[src/rtl/retire_unit.sv]
// Retire unit: accepts commits from the ROB head, writes results to the
// physical register file one cycle later, and queues the superseded physical
// registers for return to the rename free list. A flush stops new commits,
// drains the free queue, and pulses flush_done once the queue is empty.
module retire_unit #(
   parameter int FREE_Q_DEPTH = 4
) (
   input  logic        clk,
   input  logic        reset_n,
   input  logic        commit_valid,
   input  logic [5:0]  commit_dest,
   input  logic [5:0]  commit_old_dest,
   input  logic [31:0] commit_value,
   output logic        commit_ready,
   output logic        retire_valid,
   output logic [5:0]  retire_phys_reg,
   input  logic        retire_ready,
   output logic        prf_wr_en,
   output logic [5:0]  prf_wr_addr,
   output logic [31:0] prf_wr_data,
   input  logic        flush_req,
   output logic        flush_done,
   output logic [15:0] retired_count
);

   localparam int PW = (FREE_Q_DEPTH > 1) ? $clog2(FREE_Q_DEPTH) : 1;
   localparam int CW = PW + 1;
   localparam logic [CW-1:0] DEPTH_C = CW'(FREE_Q_DEPTH);

   typedef enum logic [1:0] {
      RUN,
      DRAIN,
      DONE
   } state_t;

   state_t         state;
   logic [5:0]     mem [FREE_Q_DEPTH];
   logic [PW-1:0]  wr_ptr;
   logic [PW-1:0]  rd_ptr;
   logic [CW-1:0]  count;
   logic           accept;
   logic           push;
   logic           pop;

   // Handshakes derive only from registered state, so a same-cycle pop
   // never opens room for a commit, which rules out pushing into a full
   // queue and popping an empty one.
   assign commit_ready    = (state == RUN) && (count < DEPTH_C);
   assign accept          = commit_valid && commit_ready;
   assign push            = accept && (commit_old_dest != 6'd0);
   assign retire_valid    = (count != '0);
   assign pop             = retire_valid && retire_ready;
   assign retire_phys_reg = retire_valid ? mem[rd_ptr] : 6'd0;

   // Control FSM with registered flush_done, high for the single DONE cycle.
   // NOTE: sequential state uses non-blocking assignments so every register
   // samples pre-edge values regardless of statement order.
   always_ff @(posedge clk or negedge reset_n) begin
      if (!reset_n) begin
         state      <= RUN;
         flush_done <= 1'b0;
      end else begin
         flush_done <= 1'b0;
         case (state)
            RUN: begin
               if (flush_req) state <= DRAIN;
            end
            DRAIN: begin
               if ((count == '0) || (pop && (count == CW'(1)))) begin
                  state      <= DONE;
                  flush_done <= 1'b1;
               end
            end
            DONE:    state <= RUN;
            default: state <= RUN;
         endcase
      end
   end

   // Queue storage; the contents are only visible through the occupancy.
   // NOTE: the storage array is deliberately not reset; emptiness is carried
   // by count, so stale entries are never exposed.
   always_ff @(posedge clk) begin
      if (push) mem[wr_ptr] <= commit_old_dest;
   end

   // Queue pointers and occupancy; pointers wrap naturally at the power-of-two depth.
   always_ff @(posedge clk or negedge reset_n) begin
      if (!reset_n) begin
         wr_ptr <= '0;
         rd_ptr <= '0;
         count  <= '0;
      end else begin
         if (push) wr_ptr <= wr_ptr + PW'(1);
         if (pop)  rd_ptr <= rd_ptr + PW'(1);
         case ({push, pop})
            2'b10:   count <= count + CW'(1);
            2'b01:   count <= count - CW'(1);
            default: count <= count;
         endcase
      end
   end

   // Register-file write port, one cycle behind the accepted commit.
   always_ff @(posedge clk or negedge reset_n) begin
      if (!reset_n) begin
         prf_wr_en   <= 1'b0;
         prf_wr_addr <= 6'd0;
         prf_wr_data <= 32'd0;
      end else begin
         prf_wr_en <= accept && (commit_dest != 6'd0);
         if (accept) begin
            prf_wr_addr <= commit_dest;
            prf_wr_data <= commit_value;
         end
      end
   end

   // Saturating count of committed instructions.
   always_ff @(posedge clk or negedge reset_n) begin
      if (!reset_n) begin
         retired_count <= 16'd0;
      end else if (accept && (retired_count != 16'hFFFF)) begin
         retired_count <= retired_count + 16'd1;
      end
   end

endmodule

[config.mk]
export PLATFORM = sky130hd
export DESIGN_NAME = retire_unit
export DESIGN_NICKNAME = d
export VERILOG_FILES = /design/src/rtl/retire_unit.sv
export SDC_FILE = /design/constraint.sdc
export NUM_CORES = 1
export LEC_CHECK = 0
export ABC_CLOCK_PERIOD_IN_PS = 6200
export BUFFER_PORTS_ARGS = -buffer_cell sky130_fd_sc_hd__buf_4
export CORE_MARGIN = 3
export CORE_UTILIZATION = 35
export CTS_CLUSTER_SIZE = 24
export DETAILED_ROUTE_END_ITERATION = 7
export GPL_TIMING_DRIVEN = 0
export SLEW_MARGIN = 20
export SYNTH_ARGS = -nofsm -noshare
export SYNTH_HDL_FRONTEND = slang
export SYNTH_SLANG_ARGS = --single-unit
[constraint.sdc]
create_clock -name clk -period 6.2 [get_ports clk]
set_input_delay 0.62 -clock clk [delete_from_list [all_inputs] [get_ports clk]]
set_output_delay 0.62 -clock clk [all_outputs]
set_load 0.005 [all_outputs]
# Word level (Yosys, flattened, before mapping)
# Memory sizes are Yosys's and may differ from the RTL's.
# Index checks and enable logic that the tools add are counted.
# classes
addsub	5
multipliers	0
div	0
order_cmp	1
eq_ne	7
shift	0
n_mux	9
bitwise	0
reduce_logical	15
# ops
cell	count
$add 16x1->16 const B	1
$ne 16x16->1 const B	1
$reduce_bool 6->1	2
$logic_and 1x1->1	7
$mux 6	1
$pmux 3 s2	1
$add 2x1->2 const B	2
$eq 2x1->1 const B	2
$mux 1	4
$mux 2	2
$ne 2x2->1 const B	2
$pmux 2 s2	1
$add 3x1->3 const B	1
$eq 3x1->1 const B	1
$logic_not 3->1	1
$lt 3x3->1 const B	1
$reduce_bool 3->1	1
$sub 3x1->3 const B	1
$eq 2x2->1 const B	1
$logic_not 2->1	1
$reduce_and 2->1	1
$reduce_bool 2->1	1
$logic_or 1x1->1	1
# word_totals
ff_bits	65
latch_bits	0
ram_bits	24
romBits	0
in_bits	49
out_inout_bits	64
mem_count	1
# memory_table
memory	words	width	rd	rd_clocked_by_memory_dff	write_ports	line	text
mem	4	6	1	0	1	37	logic [5:0] mem [FREE_Q_DEPTH];

# Longest topological paths before layout
# logic_depth
depth_word	6
mapped_depth	8
mapped_depth_nobuf	8

# Least setup slack after synthesis
# OpenSTA, ideal clock, no wires.
# synth_timing
path_kind	in2reg
startpoint	in commit_valid
endpoint	reg count[2]
setup_ps	79
t_arrival_ps	2202
slack_ps	3919
path_stages	7
n_path_buf	1
path_cell_list	or4b_1 -> buf_2 -> a21oi_1 -> inv_1 -> ha_1 -> nor2_1 -> xor2_1
# synth_between
elab_chain_cells	4
# synth_rtl
item	line	text
start, declared	10	input logic commit_valid,
$logic_and 1x1->1 (*)	49	assign accept = commit_valid && commit_ready;
$logic_and 1x1->1 (*)	50	assign push = accept && (commit_old_dest != 6'd0);
$eq 2x1->1 / $eq 2x2->1 (equally long branches)	96	case ({push, pop})
$pmux 3 s2 / $reduce_bool 2->1 (equally long branches)	n/a	
end signal, assigned	97	2'b10: count <= count + CW'(1);
end signal, assigned	98	2'b01: count <= count - CW'(1);
end signal, assigned	99	default: count <= count;
end, declared	40	logic [CW-1:0] count;
# Mark *: on every way between the ends. The rest lies on a longest branch, timed or not.
# A chain may end at the register's enable or synchronous reset.

# Worst setup path in the final report
# layout_timing
startpoint	reg rd_ptr[0]
endpoint	out retire_phys_reg[2]
# layout_between
elab_chain_cells	2
# layout_rtl
item	line	text
start, declared	39	logic [PW-1:0] rd_ptr;
start signal, assigned	95	if (pop) rd_ptr <= rd_ptr + PW'(1);
$mem_v2 4x6	n/a	
$mux 6	53	assign retire_phys_reg = retire_valid ? mem[rd_ptr] : 6'd0;
end, declared	16	output logic [5:0] retire_phys_reg,
# No other way between the ends.

==> metrics.md <==
| Metric | Value |
|---|---|
| CTS tree | `done` |
| Share of layout cells above drive strength 1 | `0.306` |
| Starting density of the core | `0.369` |
| # diodes | `0` |
| #FFs+latches synth | `89` |
| Status | `complete, no violations` |
| Maxcap violations | `0` |
| Leakage Power | `2.36 nW` |
| Die area | `11800 um^2` |
| Flop-to-flop setup slack | `3.71 ns` |
| Vias in the first global route | `2770` |
| # IOs | `113` |
| Die W | `109 um` |
| Via count | `2701` |
| Max Slew Vio Count | `0` |
| Area Growth Syn to Fin | `33.0%` |
| Htree depth | `3` |
| CTS resizes | `0` |
| WL met2 | `4.01 mm` |
| Period utilisation layout | `0.425` |
| Antenna-violating nets left | `0` |
| WL met1 | `3.74 mm` |
| Startpoint class of the critical path | `flip-flop` |
| Reg2reg end | `count[2]` |
| Syn Inst Count | `329` |
| Comb pwr share | `0.361` |
| Drt total wl | `8.38 mm` |
| Core area | `10000 um^2` |
| # DRC | `0` |
| CP Capture Type | `output pin` |
| Worst Setup SP | `rd_ptr[0]` |
| Drt first pass iters | `4` |
| CP required | `5.58 ns` |
| Most common cell after layout, fill and taps aside | `nand2_1` |
| NetSw | `0.676 mW` |
| Final setup TNS | `0 ns` |
| Yosys Warn Count | `0` |
| Clock power frac | `0.204` |
| Clock Latency Late Sink | `0.35 ns` |
| Drt first-iter violations | `79` |
| Gr usage total | `0.150` |
| Setup Skew | `0.0116 ns` |
| Hold Path Class | `input pin to asynchronous set/reset pin` |
| Synth Net Count | `388` |
| First-pass GRT wire length | `13.8 mm` |
| CP Class | `flip-flop to output pin` |
| Final #Nets | `511` |
| Slew HR | `0.457` |
| Fin. Hold Viols | `0` |
| Sequential share of power | `0.435` |
| GRT overflow | `0` |
| Int Pwr | `1.40 mW` |
| Port buffer count | `112` |
| Die Span Y | `109 um` |
| Worst Tran Pin Value | `0.815 ns` |
| Highest achievable clock rate | `379 MHz` |
| Final min period | `2.64 ns` |
| Detailed Place HPWL | `6.12 mm` |
| Top sig layer | `met4` |
| Power density over cell area | `422 nW/um^2` |
| Count of cell types in the netlist | `30` |
| Number of post-CTS setup repair buffers | `0` |
| CTS buffer count | `9` |
| Finish-stage setup viols | `0` |
| Unrepaired setup endpoints after global routing | `no` |
| Netlist Area Pre-Place | `3700 um^2` |
| Switching share of power | `0.325` |
| R2R Path Start | `count[2]` |
| Mean Syn Cell Area | `11.3 um^2` |
| Routed met3 length | `538 um` |
| Initial antenna violation count | `0` |
| Crit-path max FO | `8` |
| Worst hold slack | `0.365 ns` |
| Post-layout power | `2.08 mW` |
| GPL Wtd Cong | `0.776` |
| Wire per inst | `14.2 um` |
| Clk sink count | `89` |
| R2R depth | `7` |
| Post-CTS Hold Buffers | `0` |
| Root Buffer Master | `clkbuf_8` |
| Max rail drop VDD | `0.174 mV` |
| WP data arrival | `2.02 ns` |
| Worst Setup EP | `retire_phys_reg[2]` |
| CTS Buffer Depth | `2` |
| Vias per cell | `4.58` |
| Clock transition at path regs | `0.09 ns` |
| Register area share after synthesis | `0.634` |
| Pin count of the biggest net entering global routing | `66` |
| Most frequent cells in the layout | `nand2_1 (121), buf_4 (112), dfrtp_1 (65), edfxtp_1 (24), and2_1 (14)` |
| Row count | `36` |
[cell families after synthesis]
group,share of synthesized area
xor gates and xnor gates,0.0449
AOI/OAI and AO/OA,0.0152
buffers and inverters,0.0189
and+or+nand+nor,0.211
muxes,0.0422
adders and majority gates,0.0338
DFF,0.634
[through the flow]
stage          area [um^2]  utilization  cells  worst slack (ns)
2_1_floorplan         3700            -    329              3.92
3_3_place_gp          4710        0.469    574              3.55
3_5_place_dp          4710        0.469    574              3.54
4_1_cts               4920        0.490    590              3.49
5_1_grt               4920        0.490    590              3.37
6_report              4920        0.490    590              3.56
[cells in the mapped netlist, drive strengths merged]
library cell / number / area share
and2: 14 / 0.024
a21oi: 6 / 0.0081
nor4b: 2 / 0.0047
xnor2: 12 / 0.028
nand4: 6 / 0.010
nor4: 4 / 0.010
nand2b: 1 / 0.0017
ha: 10 / 0.034
nor2: 9 / 0.0091
o21ai: 2 / 0.0027
inv: 5 / 0.0051
buf: 3 / 0.0037
nand3: 7 / 0.0095
or4: 1 / 0.0020
mux2: 1 / 0.0030
dfrtp: 65 / 0.44
xor2: 7 / 0.017
clkbuf: 10 / 0.010
or4b: 1 / 0.0027
mux2i: 1 / 0.0027
or2: 1 / 0.0024
mux4: 6 / 0.036
a211oi: 1 / 0.0020
edfxtp: 24 / 0.19
nor3: 4 / 0.0054
nand2: 121 / 0.12
a41oi: 1 / 0.0024
and3: 4 / 0.0068
[how the worst min path moves through the flow]
stage / cells after the start / slack, ns / from / to
global placement: 2 / 0.46 / prf_wr_data[19] / prf_wr_data[19]
global route: 1 / 0.42 / reset_n / retired_count[10]
finish: 1 / 0.36 / reset_n / retired_count[9]
CTS: 1 / 0.39 / reset_n / retired_count[9]
detailed placement: 2 / 0.47 / prf_wr_data[25] / prf_wr_data[25]
floorplan: 0 / 0.32 / reset_n / count[0]
[metal layers]
metal	vias up	GRT usage
met4	0	0.0496
met1	1293	0.199
met2	69	0.235
met5	-	0
li1	1331	-
met3	8	0.0444
[sequential cells by signal, indices dropped and copies added (netlist names)]
register	flops
retired_count	16
mem	24
prf_wr_en	1
prf_wr_addr	6
prf_wr_data	32
count	3
wr_ptr	2
rd_ptr	2
state	2
flush_done	1
[power by group through the flow]
stage / combinational [mW] / sequential [mW] / clock (mW)
floorplan: 0.363 / 0.907 / 0
global placement: 0.754 / 0.907 / 0
detailed placement: 0.771 / 0.912 / 0
CTS: 0.771 / 0.907 / 0.437
global route: 0.861 / 0.931 / 0.457
finish: 0.750 / 0.904 / 0.423
[area by class of cell]
class | instances | area (um^2)
fillers | 920 | 5120
flip-flops and latches | 89 | 2350
multi-input cells | 222 | 1280
repair buffers | 112 | 841
well taps | 133 | 166
clock buffers | 11 | 154
clock inverters | 5 | 60.1
plain buffers | 13 | 51.3
inverters | 5 | 18.8
[critical path, cell delays in order (launching register included)]
cell and delay [ns]:
dfrtp_1 0.33, clkbuf_1 0.47, mux4_2 0.58, and2_1 0.17, buf_4 0.13
(Power assumes the default switching activity.)
